[config.mk]
export PLATFORM = sky130hd
export DESIGN_NAME = sram10t_arbiter_flat
export DESIGN_NICKNAME = d
export VERILOG_FILES = /design/src/rtl/sram10t_arbiter_if.sv /design/src/rtl/sram10t_arbiter.sv /design/src/flat_wrapper.sv
export SDC_FILE = /design/constraint.sdc
export NUM_CORES = 1
export LEC_CHECK = 0
export CAP_MARGIN = 40
export CORE_UTILIZATION = 44
export DETAILED_ROUTE_END_ITERATION = 12
export PLACE_DENSITY = 0.82
export SKIP_LAST_GASP = 1
export SLEW_MARGIN = 10
export SYNTH_ARGS = -nofsm -noshare
export SYNTH_HDL_FRONTEND = slang
export SYNTH_SLANG_ARGS = --single-unit
[constraint.sdc]
create_clock -name clk -period 2.4 [get_ports clk]
set_input_delay 0.6 -clock clk [delete_from_list [all_inputs] [get_ports clk]]
set_output_delay 0.6 -clock clk [all_outputs]
set_load 0.01 [all_outputs]
[src/rtl/sram10t_arbiter_if.sv]
// sram10t_arbiter_if
//   Requester-side bus of the sram10t_arbiter. Bundles the request
//   (valid/ready handshake plus payload) and response (one-cycle strobe
//   plus read bit) channels of both requesters A and B.
//   Ports per requester x in {a, b}:
//     x_req_valid  requester has a request
//     x_req_we     1 = write, 0 = read
//     x_req_addr   word address (ADDR_W bits)
//     x_req_wdata  write bit
//     x_req_ready  request accepted this cycle (driven by the arbiter)
//     x_rsp_valid  one-cycle completion strobe (driven by the arbiter)
//     x_rsp_rdata  read data, qualified by x_rsp_valid for reads
//   Modports: master = requester side, slave = arbiter side.
interface sram10t_arbiter_if #(
  parameter int ADDR_W = 4
);
  logic              a_req_valid;
  logic              a_req_we;
  logic [ADDR_W-1:0] a_req_addr;
  logic              a_req_wdata;
  logic              a_req_ready;
  logic              a_rsp_valid;
  logic              a_rsp_rdata;

  logic              b_req_valid;
  logic              b_req_we;
  logic [ADDR_W-1:0] b_req_addr;
  logic              b_req_wdata;
  logic              b_req_ready;
  logic              b_rsp_valid;
  logic              b_rsp_rdata;

  modport master (
    output a_req_valid, a_req_we, a_req_addr, a_req_wdata,
    input  a_req_ready, a_rsp_valid, a_rsp_rdata,
    output b_req_valid, b_req_we, b_req_addr, b_req_wdata,
    input  b_req_ready, b_rsp_valid, b_rsp_rdata
  );

  modport slave (
    input  a_req_valid, a_req_we, a_req_addr, a_req_wdata,
    output a_req_ready, a_rsp_valid, a_rsp_rdata,
    input  b_req_valid, b_req_we, b_req_addr, b_req_wdata,
    output b_req_ready, b_rsp_valid, b_rsp_rdata
  );
endinterface

[src/rtl/sram10t_arbiter.sv]
// sram10t_arbiter
//   Two-requester arbiter and access sequencer for one dual-read 16x1
//   SRAM10T_16B macro. Every operation runs IDLE -> SETUP -> ACCESS and
//   the macro enable is low only in ACCESS, with all address/data/RdWr
//   pins frozen around that cycle so the macro never sees a pin move
//   while enabled. Two simultaneous reads may be merged into one
//   dual-read access (A on port 1, B on port 2).
//   Ports:
//     clk, rst_n     clock (shared with the macro), synchronous active-low reset
//     req            requester bus (slave modport), see sram10t_arbiter_if
//     sram_addr1     macro addr1 (write / read port 1)
//     sram_addr2     macro addr2 (read port 2)
//     sram_wdata     macro writeLine
//     sram_rdwr      macro RdWr, 1 = write
//     sram_dev_en_n  macro DevEn, active low
//     sram_rdata1/2  macro readLine1 / readLine2
//     busy           high whenever the sequencer is not in IDLE
module sram10t_arbiter #(
  parameter int ADDR_W     = 4,
  parameter bit PAIR_READS = 1'b1,
  parameter bit RR_INIT    = 1'b0
) (
  input  logic              clk,
  input  logic              rst_n,
  sram10t_arbiter_if.slave  req,
  output logic [ADDR_W-1:0] sram_addr1,
  output logic [ADDR_W-1:0] sram_addr2,
  output logic              sram_wdata,
  output logic              sram_rdwr,
  output logic              sram_dev_en_n,
  input  logic              sram_rdata1,
  input  logic              sram_rdata2,
  output logic              busy
);

  typedef enum logic [1:0] {
    IDLE   = 2'd0,
    SETUP  = 2'd1,
    ACCESS = 2'd2
  } state_t;

  state_t            state;
  logic              rrPtr;      // 0 = A wins the next conflict, 1 = B
  logic              opA;        // in-flight op belongs to A
  logic              opB;        // in-flight op belongs to B
  logic              opWe;       // in-flight op is a write
  logic              aRspValid;
  logic              aRspRdata;
  logic              bRspValid;
  logic              bRspRdata;

  logic              grantA;
  logic              grantB;
  logic              togglePtr;
  logic              pairOk;
  logic              selWe;
  logic [ADDR_W-1:0] selAddr;
  logic              selWdata;

  // Two reads may share one dual-read access only when pairing is enabled.
  assign pairOk = PAIR_READS && !req.a_req_we && !req.b_req_we;

  // Grant decision: combinational, only meaningful in IDLE.
  always_comb begin
    grantA    = 1'b0;
    grantB    = 1'b0;
    togglePtr = 1'b0;
    if (state == IDLE) begin
      if (req.a_req_valid && req.b_req_valid) begin
        if (pairOk) begin
          grantA = 1'b1;
          grantB = 1'b1;
        end else begin
          // Conflict: the pointer decides and then moves to the other side.
          togglePtr = 1'b1;
          if (rrPtr) begin
            grantB = 1'b1;
          end else begin
            grantA = 1'b1;
          end
        end
      end else if (req.a_req_valid) begin
        grantA = 1'b1;
      end else if (req.b_req_valid) begin
        grantB = 1'b1;
      end else begin
        grantA = 1'b0;
        grantB = 1'b0;
      end
    end else begin
      grantA = 1'b0;
      grantB = 1'b0;
    end
  end

  // Payload of a lone granted op (A has precedence only when A is granted).
  always_comb begin
    selWe    = 1'b0;
    selAddr  = '0;
    selWdata = 1'b0;
    if (grantA) begin
      selWe    = req.a_req_we;
      selAddr  = req.a_req_addr;
      selWdata = req.a_req_wdata;
    end else begin
      selWe    = req.b_req_we;
      selAddr  = req.b_req_addr;
      selWdata = req.b_req_wdata;
    end
  end

  assign req.a_req_ready = grantA;
  assign req.b_req_ready = grantB;
  assign req.a_rsp_valid = aRspValid;
  assign req.a_rsp_rdata = aRspRdata;
  assign req.b_rsp_valid = bRspValid;
  assign req.b_rsp_rdata = bRspRdata;

  // Sequencer FSM: owns every macro pin, the pointer and the responses.
  always_ff @(posedge clk) begin
    if (!rst_n) begin
      state         <= IDLE;
      rrPtr         <= RR_INIT;
      opA           <= 1'b0;
      opB           <= 1'b0;
      opWe          <= 1'b0;
      sram_addr1    <= '0;
      sram_addr2    <= '0;
      sram_wdata    <= 1'b0;
      sram_rdwr     <= 1'b0;
      sram_dev_en_n <= 1'b1;
      busy          <= 1'b0;
      aRspValid     <= 1'b0;
      aRspRdata     <= 1'b0;
      bRspValid     <= 1'b0;
      bRspRdata     <= 1'b0;
    end else begin
      // Response strobes last exactly one cycle.
      aRspValid <= 1'b0;
      bRspValid <= 1'b0;
      case (state)
        IDLE: begin
          sram_dev_en_n <= 1'b1;
          if (grantA || grantB) begin
            // Pins may only move here: enable is high on both sides of this edge.
            state <= SETUP;
            busy  <= 1'b1;
            opA   <= grantA;
            opB   <= grantB;
            if (grantA && grantB) begin
              opWe       <= 1'b0;
              sram_addr1 <= req.a_req_addr;
              sram_addr2 <= req.b_req_addr;
              sram_rdwr  <= 1'b0;
              sram_wdata <= 1'b0;
            end else begin
              opWe       <= selWe;
              sram_addr1 <= selAddr;
              sram_addr2 <= selAddr;
              sram_rdwr  <= selWe;
              sram_wdata <= selWe & selWdata;
            end
            if (togglePtr) begin
              rrPtr <= ~rrPtr;
            end else begin
              rrPtr <= rrPtr;
            end
          end else begin
            state <= IDLE;
            busy  <= 1'b0;
          end
        end
        SETUP: begin
          // Macro latches the address at this edge; enable it for one cycle.
          state         <= ACCESS;
          sram_dev_en_n <= 1'b0;
        end
        ACCESS: begin
          state         <= IDLE;
          sram_dev_en_n <= 1'b1;
          busy          <= 1'b0;
          aRspValid     <= opA;
          bRspValid     <= opB;
          // A always reads port 1; B reads port 2 only when paired with A.
          if (opA && !opWe) begin
            aRspRdata <= sram_rdata1;
          end else begin
            aRspRdata <= aRspRdata;
          end
          if (opB && !opWe) begin
            bRspRdata <= opA ? sram_rdata2 : sram_rdata1;
          end else begin
            bRspRdata <= bRspRdata;
          end
        end
        default: begin
          state         <= IDLE;
          sram_dev_en_n <= 1'b1;
          busy          <= 1'b0;
        end
      endcase
    end
  end

endmodule

[src/flat_wrapper.sv]
// flat-port wrapper written by rule: the top's interface ports become plain ports
module sram10t_arbiter_flat 
#(
  parameter int ADDR_W     = 4,
  parameter bit PAIR_READS = 1'b1,
  parameter bit RR_INIT    = 1'b0
)
  (clk, rst_n, sram_addr1, sram_addr2, sram_wdata, sram_rdwr, sram_dev_en_n, sram_rdata1, sram_rdata2, busy, req_a_req_valid, req_a_req_we, req_a_req_addr, req_a_req_wdata, req_a_req_ready, req_a_rsp_valid, req_a_rsp_rdata, req_b_req_valid, req_b_req_we, req_b_req_addr, req_b_req_wdata, req_b_req_ready, req_b_rsp_valid, req_b_rsp_rdata);
  sram10t_arbiter_if #(.ADDR_W(ADDR_W)) req_i ();
  input  logic clk;
  input  logic rst_n;
  output logic [ADDR_W-1:0] sram_addr1;
  output logic [ADDR_W-1:0] sram_addr2;
  output logic sram_wdata;
  output logic sram_rdwr;
  output logic sram_dev_en_n;
  input  logic sram_rdata1;
  input  logic sram_rdata2;
  output logic busy;
  input wire logic [$bits(req_i.a_req_valid)-1:0] req_a_req_valid;
  input wire logic [$bits(req_i.a_req_we)-1:0] req_a_req_we;
  input wire logic [$bits(req_i.a_req_addr)-1:0] req_a_req_addr;
  input wire logic [$bits(req_i.a_req_wdata)-1:0] req_a_req_wdata;
  output wire logic [$bits(req_i.a_req_ready)-1:0] req_a_req_ready;
  output wire logic [$bits(req_i.a_rsp_valid)-1:0] req_a_rsp_valid;
  output wire logic [$bits(req_i.a_rsp_rdata)-1:0] req_a_rsp_rdata;
  input wire logic [$bits(req_i.b_req_valid)-1:0] req_b_req_valid;
  input wire logic [$bits(req_i.b_req_we)-1:0] req_b_req_we;
  input wire logic [$bits(req_i.b_req_addr)-1:0] req_b_req_addr;
  input wire logic [$bits(req_i.b_req_wdata)-1:0] req_b_req_wdata;
  output wire logic [$bits(req_i.b_req_ready)-1:0] req_b_req_ready;
  output wire logic [$bits(req_i.b_rsp_valid)-1:0] req_b_rsp_valid;
  output wire logic [$bits(req_i.b_rsp_rdata)-1:0] req_b_rsp_rdata;
  assign req_i.a_req_valid = req_a_req_valid;
  assign req_i.a_req_we = req_a_req_we;
  assign req_i.a_req_addr = req_a_req_addr;
  assign req_i.a_req_wdata = req_a_req_wdata;
  assign req_a_req_ready = req_i.a_req_ready;
  assign req_a_rsp_valid = req_i.a_rsp_valid;
  assign req_a_rsp_rdata = req_i.a_rsp_rdata;
  assign req_i.b_req_valid = req_b_req_valid;
  assign req_i.b_req_we = req_b_req_we;
  assign req_i.b_req_addr = req_b_req_addr;
  assign req_i.b_req_wdata = req_b_req_wdata;
  assign req_b_req_ready = req_i.b_req_ready;
  assign req_b_rsp_valid = req_i.b_rsp_valid;
  assign req_b_rsp_rdata = req_i.b_rsp_rdata;
  sram10t_arbiter #(.ADDR_W(ADDR_W), .PAIR_READS(PAIR_READS), .RR_INIT(RR_INIT)) u_core (.clk(clk), .rst_n(rst_n), .req(req_i), .sram_addr1(sram_addr1), .sram_addr2(sram_addr2), .sram_wdata(sram_wdata), .sram_rdwr(sram_rdwr), .sram_dev_en_n(sram_dev_en_n), .sram_rdata1(sram_rdata1), .sram_rdata2(sram_rdata2), .busy(busy));
endmodule
# Yosys cells after proc, flatten, opt, wreduce, memory -nomap -nowiden

Cells that the tools add are included.

Register bits: 21
Bits of input ports: 18
Output and inout port bits: 18

Eq/ne operators: 2
Multiplexer cells: 27
Bitwise gates (word level): 2
Reductions and logical operators: 15

Operators with widths:

| operator             | count |
|---|---|
| $mux W1              | 22 |
| $mux W4              | 3 |
| $reduce_and A2 Y1    | 4 |
| $logic_and A1 B1 Y1  | 5 |
| $pmux W2 S2          | 1 |
| $logic_not A1 Y1     | 3 |
| $reduce_and A3 Y1    | 1 |
| $eq A2 B1 Y1 const B | 1 |
| $eq A2 B2 Y1 const B | 1 |
| $logic_not A2 Y1     | 1 |
| $pmux W1 S2          | 1 |
| $and A1 B1 Y1        | 1 |
| $logic_or A1 B1 Y1   | 1 |
| $not A1 Y1           | 1 |

# Depth between registers and ports, before layout

Gate-level depths: netlist of run 1.

Word-level depth: 8
Depth in mapped cells: 5

# Worst setup path after synthesis of run 1

Ideal clock, no wire load.

Kind: input-to-output
Start point: input port req_b_req_we
End point: output port req_b_req_ready
Arrival: 1.150 ns
Required time: 1.800 ns
Path slack: 0.650 ns
Stages on the path: 3
Buffers on the path: 0
Path through: nor2_1 > o211ai_2 > inv_1

Word-level cells in the longest chain between the ends: 5

RTL lines:

| element             | RTL line              | source |
|---|---|---|
| start: declaration  | flat_wrapper.sv:28    | `input wire logic [$bits(req_i.b_req_we)-1:0] req_b_req_we;` |
| $logic_not A1 Y1    | sram10t_arbiter.sv:61 | `assign pairOk = PAIR_READS && !req.a_req_we && !req.b_req_we;` |
| $logic_and A1 B1 Y1 | sram10t_arbiter.sv:61 |  |
| $mux W1             | sram10t_arbiter.sv:70 | `if (pairOk) begin` |
| $mux W1             | sram10t_arbiter.sv:69 | `if (req.a_req_valid && req.b_req_valid) begin` |
| $mux W1             | sram10t_arbiter.sv:68 | `if (state == IDLE) begin` |
| end: declaration    | flat_wrapper.sv:31    | `output wire logic [$bits(req_i.b_req_ready)-1:0] req_b_req_ready;` |

Every way passes these cells.

# Worst setup path after layout of run 1

Start point: input port req_a_req_valid
End point: output port req_a_req_ready

Word-level cells in the longest chain between the ends: 3

RTL lines:

| element                                        | RTL line                                     | source |
|---|---|---|
| start: declaration                             | flat_wrapper.sv:20                           | `input wire logic [$bits(req_i.a_req_valid)-1:0] req_a_req_valid;` |
| $mux W1 or $logic_and A1 B1 Y1 (tied branches) | sram10t_arbiter.sv:82, sram10t_arbiter.sv:69 |  |
| $mux W1 *                                      | sram10t_arbiter.sv:69                        |  |
| $mux W1 *                                      | sram10t_arbiter.sv:68                        |  |
| end: declaration                               | flat_wrapper.sv:24                           | `output wire logic [$bits(req_i.a_req_ready)-1:0] req_a_req_ready;` |

Mark *: on every way between the ends. The rest lies on a longest branch, timed or not.

==> metrics.md, run 1 <==
| Metric | Value |
|---|---|
| Final setup violating endpoints | `0` |
| CTS buffer count | `3` |
| Final setup margin | `0.1425 ns` |
| Share of layout cells above drive strength 1 | `14.49%` |
| Sw power | `221.3 µW` |
| Area grow syn2layout | `57.02%` |
| First-pass GRT wire length | `3677 µm` |
| Synth top area share | `48.63%` |
| Fmax | `443.0 MHz` |
| Net Sw Frac | `28.49%` |
| H-tree Lvls | `1` |
| Most common cell in the netlist | `dfxtp_1` |
| Hold buffer count at cts | `0` |
| Initial antenna violation count | `0` |
| Fin crit share | `94.06%` |
| Util after Layout | `76.14%` |
| WHS | `0.4657 ns` |
| Post-DR wirelength/cell | `13.42 µm` |
| Clock power share | `22.5%` |
| Share of power burned in registers | `51.3%` |
| Minimum clock period | `2.258 ns` |
| Drt total wl | `2187 µm` |
| Initial core utilization | `48.49%` |
| Mapped Avg Cell Area | `9.501 µm²` |
| #FFs+latches synth | `21` |
| CP Max Fanout | `4` |
| Final Hold Fails | `0` |
| CP endpoint kind | `primary output` |
| Worst-margin pin slew | `0.4596 ns` |
| Critical path required time | `1.80 ns` |
| # port buffers | `35` |
| Core ar. | `0.001783 mm²` |
| RSZ-0062 raised after global routing | `no` |
| Leading area contributor after synthesis | `dfxtp_1` |
| Largest net degree at the start of global routing | `15` |
| CTS root buf | `clkbuf_4` |
| Grt total ovfl | `0` |
| CTS Sinks | `21` |
| Asr flop ratio synth | `0%` |
| Cells after synthesis | `91` |
| Synth unique cells | `30` |
| MaxCap Viol Count | `0` |
| Critical path arrival | `1.66 ns` |
| Post-Syn Nets | `109` |
| Clk buf depth | `2` |
| Sequential share of the synthesized area | `48.63%` |
| Post-synth EDFFs | `0` |
| DRC | `0` |
| Final ANT Viol Nets | `0` |
| Pins Over Slew Limit | `0` |
| Finished Cell Area | `0.001358 mm²` |
| Clock transition at path regs | `0.12 ns` |
| Gate power share | `26.3%` |
| Vias in the first global route | `855` |
| Power Dens Cells | `572.2 mW/mm²` |
| Diodes inserted | `0` |
| Hold Crit Class | `reg -> reg` |
| DRT Pass-1 Iters | `3` |
| First DRT Iteration DRCs | `14` |
| Final Wtd Congestion | `0.7946` |
| Ys flop type | `dfxtp_1` |
| WS Path Type | `in -> out` |
| YS warnings | `0` |
| CTS tree | `yes` |
| Chip width | `46.33 µm` |
| P_leak | `0.6057 nW` |
| GRT Util Overall | `24.13%` |
| FP Rows | `15` |
| Total I/O pin count | `36` |
| DP Worst Slack | `-0.2768 ns` |
| Internal | `555.5 µW` |
| Peak VDD IR | `360.0 µV` |
| Placed cell area | `0.001305 mm²` |
| Crit path launch type | `input port` |
| Hpwl dp | `1683 µm` |
| Die Height | `46.33 µm` |
| Clock Skews | `0.005766 ns` |
| Mapped Area | `864.6 µm²` |
| # nets final | `157` |
| Synth top area cells | `dfxtp_1 49%, mux2i_1 6.9%, nor2_1 5.2%` |
| Max-slew headroom | `69.27%` |
| Drt via density | `5.276` |
| Die footprint | `0.002146 mm²` |
| Clock Latency Late Sink | `0.30 ns` |
| Sum Neg Setup Slack | `0 ns` |
| Fillcell total | `138` |
| Commonest cells in the netlist | `21 x dfxtp_1, 12 x nor2_1, 8 x a21oi_1` |
| Status | `complete, no violations` |
| Vias | `860` |
==> area by class of cell <==
class,instances,area [µm²],share of cell area [%]
repair buffers,45,434.2,31.98
multi-input cells,63,426.7,31.43
inverters,5,18.77,1.382
flip-flops and latches,21,420.4,30.97
well taps,25,31.28,2.304
clock buffers,4,26.28,1.935
==> kinds of logic (layout without fill, tap and decap cells) <==
group | count (synthesis) | in the layout | share of synthesized area [%]
flops | 21 | 21 | 48.62
mux | 6 | 6 | 6.947
simple gates | 29 | 29 | 17.37
buf+inv | 7 | 54 | 3.183
compound gates | 27 | 27 | 22.87
xor+xnor | 1 | 1 | 1.013
==> per-layer routing <==
metal | vias to the layer above | wire [µm] | GRT usage, %
met5 | - | 0 | 0
met4 | 0 | 8 | 8.235
met3 | 2 | 131 | 7.451
met2 | 28 | 1125 | 41.39
met1 | 408 | 922 | 27.92
li1 | 422 | - | -
==> metrics by stage <==
step / power [mW] / cells
after floorplan: 0.4933 / 91
after global placement: 0.6013 / 158
after detailed placement: 0.6078 / 158
after CTS: 0.7782 / 162
after global routing: 0.8112 / 163
final: 0.7768 / 163
==> power by group through the flow <==
stage          Sequential, mW  Clock (mW)  Combinational (mW)
2_1_floorplan           0.413           0              0.0801
3_3_place_gp            0.404           0               0.197
3_5_place_dp            0.405           0               0.203
4_1_cts                 0.398       0.176               0.204
5_1_grt                 0.403       0.188               0.221
6_report                0.398       0.175               0.204
==> placed cells by master (no fill, tap or decap), drive strengths merged, types with 2 or more instances in the layout <==
master	synthesis	routed
o221ai	4	4
a21oi	8	8
dlymetal6s2s	0	4
nand2	5	5
inv	5	5
o21ai	6	6
nor2	13	13
and3	2	2
clkbuf	1	4
dfxtp	21	21
buf	1	10
o211ai	3	3
nand3	3	3
mux2i	6	6
clkdlybuf4s50	0	30
==> path summary, 6_finish.rpt <==
path                   start                    to  slack (ns)  cells past startpoint
max          req_a_req_valid       req_a_req_ready        0.14                      5
min              u_core.busy           u_core.busy        0.47                      1
max reg2reg  u_core.state[0]  u_core.sram_addr2[0]        0.99                      4
min reg2reg      u_core.busy           u_core.busy        0.47                      1
==> what timing repair did <==
action | 4_1_cts | 5_1_grt
pin swaps | 0 | 1
setup buffers | 0 | 1
endpoints found under the setup margin | 2 | 2
gates cloned | 0 | 0
resized for setup | 3 | 5
==> sequential cells by signal, indices dropped and copies added (netlist names) <==
signal                  cells
u_core.opWe                 1
u_core.sram_addr1           4
u_core.req.b_rsp_valid      1
u_core.req.a_rsp_valid      1
u_core.rrPtr                1
u_core.sram_dev_en_n        1
u_core.busy                 1
u_core.req.a_rsp_rdata      1
u_core.req.b_rsp_rdata      1
u_core.state                2
u_core.sram_addr2           4
u_core.sram_wdata           1
u_core.opB                  1
u_core.opA                  1
==> worst max-delay path, cell delays in order <==
cell             delay, ns
clkdlybuf4s50_1       0.50
buf_4                 0.15
o211ai_4              0.08
inv_1                 0.06
dlygate4sd2_1         0.26
No activity file was read; power rests on OpenSTA's default activity.
==> run 2, diff against run 1 <==
--- a/config.mk
+++ b/config.mk
@@ -6,9 +6,9 @@
 export NUM_CORES = 1
 export LEC_CHECK = 0
 export CAP_MARGIN = 40
-export CORE_UTILIZATION = 44
+export CORE_ASPECT_RATIO = 0.6
+export CORE_UTILIZATION = 30
 export DETAILED_ROUTE_END_ITERATION = 12
-export PLACE_DENSITY = 0.82
 export SKIP_LAST_GASP = 1
 export SLEW_MARGIN = 10
 export SYNTH_ARGS = -nofsm -noshare
==> metrics.md, run 2 (same netlist as run 1, synthesis figures left out) <==
| Metric | Value |
|---|---|
| CP Max Fanout | `3 (was 4)` |
| Total I/O pin count | `36 (unchanged)` |
| Failing checks | `design-rule violations` |
| Share of layout cells above drive strength 1 | `13.87% (was 14.49%)` |
| CTS tree | `yes (unchanged)` |
| DRC | `1 (was 0)` |
| Final setup violating endpoints | `0 (unchanged)` |
| Sw power | `225.4 µW (was 221.3 µW)` |
| Critical path arrival | `1.72 ns (was 1.66 ns)` |
| Pins Over Slew Limit | `0 (unchanged)` |
| DP Worst Slack | `-0.2747 ns (was -0.2768 ns)` |
| Gate power share | `24.4% (was 26.3%)` |
| Peak VDD IR | `269.8 µV (was 360.0 µV)` |
| Die footprint | `0.003108 mm² (was 0.002146 mm²)` |
| Minimum clock period | `2.320 ns (was 2.258 ns)` |
| First-pass GRT wire length | `3643 µm (was 3677 µm)` |
| Vias in the first global route | `784 (was 855)` |
| First DRT Iteration DRCs | `66 (was 14)` |
| CTS root buf | `clkbuf_8 (was clkbuf_4)` |
| Top delay family on crit path | `buffers and inverters (unchanged)` |
| Sum Neg Setup Slack | `0 ns (unchanged)` |
| CTS Sinks | `21 (unchanged)` |
| Core ar. | `0.002610 mm² (was 0.001783 mm²)` |
| Chip width | `71.31 µm (was 46.33 µm)` |
| Status | `finished with violations (was complete, no violations)` |
| Internal | `605.3 µW (was 555.5 µW)` |
| Footprint of the multi-input gates | `424.2 µm² (was 426.7 µm²)` |
| Clk buf depth | `2 (unchanged)` |
| Clock Skews | `0.003625 ns (was 0.005766 ns)` |
| Slowest cell on crit path | `clkdlybuf4s50_1 (unchanged)` |
| Initial antenna violation count | `0 (unchanged)` |
| Drt total wl | `2223 µm (was 2187 µm)` |
| Hpwl dp | `1725 µm (was 1683 µm)` |
| Fmax | `431.1 MHz (was 443.0 MHz)` |
| Final Wtd Congestion | `0.7798 (was 0.7946)` |
| Grt total ovfl | `0 (unchanged)` |
| Commonest non-fill, non-tap cell in the layout | `clkdlybuf4s50_1 (unchanged)` |
| Area grow syn2layout | `57.89% (was 57.02%)` |
| WHS | `0.4536 ns (was 0.4657 ns)` |
| Critical path required time | `1.80 ns (about the same)` |
| Net Sw Frac | `27.13% (was 28.49%)` |
| Critical path cell sequence | `clkdlybuf4s50_1 -> nand2_1 -> o211ai_4 -> inv_1 -> dlygate4sd2_1 (was clkdlybuf4s50_1 -> buf_4 -> o211ai_4 -> inv_1 -> dlygate4sd2_1)` |
| H-tree Lvls | `1 (unchanged)` |
| Drt via density | `4.822 (was 5.276)` |
| MaxCap Viol Count | `0 (unchanged)` |
| GRT Util Overall | `15.77% (was 24.13%)` |
| # nets final | `156 (was 157)` |
| DRT Pass-1 Iters | `8 (was 3)` |
| Register Area | `420.4 µm² (unchanged)` |
| # port buffers | `35 (unchanged)` |
| Diodes inserted | `0 (unchanged)` |
| Clock Latency Late Sink | `0.26 ns (was 0.30 ns)` |
| CTS buffer count | `3 (unchanged)` |
| Fin crit share | `96.65% (was 94.06%)` |
| Commonest cells after routing, fill and taps aside | `33 x clkdlybuf4s50_1, 21 x dfxtp_1, 11 x nor2_1, 9 x buf_4, 8 x a21oi_1 (was 30 x clkdlybuf4s50_1, 21 x dfxtp_1, 11 x nor2_1, 10 x buf_4, 8 x a21oi_1)` |
| Power Dens Cells | `608.5 mW/mm² (was 572.2 mW/mm²)` |
| CP bufs+invs | `3 (was 4)` |
| CP endpoint kind | `primary output (unchanged)` |
| Worst stage delay on the critical path | `0.50 ns (about the same)` |
| Die Height | `43.59 µm (was 46.33 µm)` |
| Initial core utilization | `33.13% (was 48.49%)` |
| FP Rows | `14 (was 15)` |
| Post-DR wirelength/cell | `13.15 µm (was 13.42 µm)` |
| WS Path Type | `in -> out (unchanged)` |
| RSZ-0062 raised after global routing | `no (unchanged)` |
| P_leak | `0.5724 nW (was 0.6057 nW)` |
| Clock transition at path regs | `0.07 ns (was 0.12 ns)` |
| Post-CTS repair timing setup buffer count | `0 (unchanged)` |
| Final setup margin | `0.08034 ns (was 0.1425 ns)` |
| Final Hold Fails | `0 (unchanged)` |
| Fillcell total | `238 (was 138)` |
| Share of power burned in registers | `47.8% (was 51.3%)` |
| Largest regs | `u_core.sram_addr1: 4 flops, u_core.sram_addr2: 4 flops, u_core.state: 2 flops (unchanged)` |
| Vias | `815 (was 860)` |
| Worst-margin pin slew | `0.4151 ns (was 0.4596 ns)` |
| Crit path launch type | `input port (unchanged)` |
| Hold Crit Class | `reg -> reg (unchanged)` |
| Clock power share | `27.8% (was 22.5%)` |
| Final ANT Viol Nets | `0 (unchanged)` |
| Largest net degree at the start of global routing | `13 (was 15)` |
| Max-slew headroom | `72.21% (was 69.27%)` |
==> run 2: cell count changes in the layout (fill, tap and decap cells not counted), sizes merged <==
cell           before  now
clkdlybuf4s50      30   33
dlymetal6s2s        4    0
clkbuf              4    3
clkinv              0    1
buf                10    9
dlygate4sd2         1    2
==> run 2: worst reg2reg max path, cell delays in order, from the launching register on <==
cell and delay [ns]:
dfxtp_1 0.37, nor2_4 0.24, o21a_1 0.41, o221ai_1 0.19, nor2_1 0.12
==> run 2: power by group through the flow <==
stage               logic, mW  registers [mW]  clock network, mW
floorplan              0.0801           0.413                  0
global placement        0.202           0.405                  0
detailed placement      0.203           0.405                  0
CTS                     0.204           0.397              0.242
global route            0.220           0.401              0.260
finish                  0.203           0.397              0.231
==> run 2: what timing repair did <==
item | 4_1_cts | 5_1_grt
hold buffers | 0 | 0
resized for setup | 4 | 0
endpoints found under the setup margin | 2 | 0
==> run 2: per-stage QoR <==
stage                     cells  utilization [%]  area (µm²)  power [mW]
final                       169            52.30        1365      0.8307
after global routing        169            52.30        1365      0.8805
after detailed placement    165            50.34        1314      0.6087
after CTS                   169            52.30        1365      0.8429
after floorplan              91                -       864.6      0.4933
after global placement      165            50.34        1314      0.6064
==> run 2: per-layer routing <==
layer	track usage (%)	vias up	share of wire, %
met5	0	-	0
met4	7.200	0	1.9
met3	4.884	4	3.2
met2	23.62	16	44
met1	21.10	377	51
li1	-	418	-
==> run 2: layout make-up <==
class,count,share of cell area [%]
clock inverter,1,0.3666
tap,32,2.933
sequential,21,30.80
inverter,5,1.375
clock buffer,3,3.025
multi-input combinational,63,31.07
timing repair buffer,44,30.43
==> run 2: path summary, 6_finish.rpt <==
path                   startpoint                    to  slack, ns  cells after the start
setup / recovery  req_b_req_valid       req_a_req_ready       0.08                      5
hold / removal        u_core.busy           u_core.busy       0.45                      1
setup reg to reg  u_core.state[0]  u_core.sram_addr2[3]       1.02                      4
hold reg to reg       u_core.busy           u_core.busy       0.45                      1
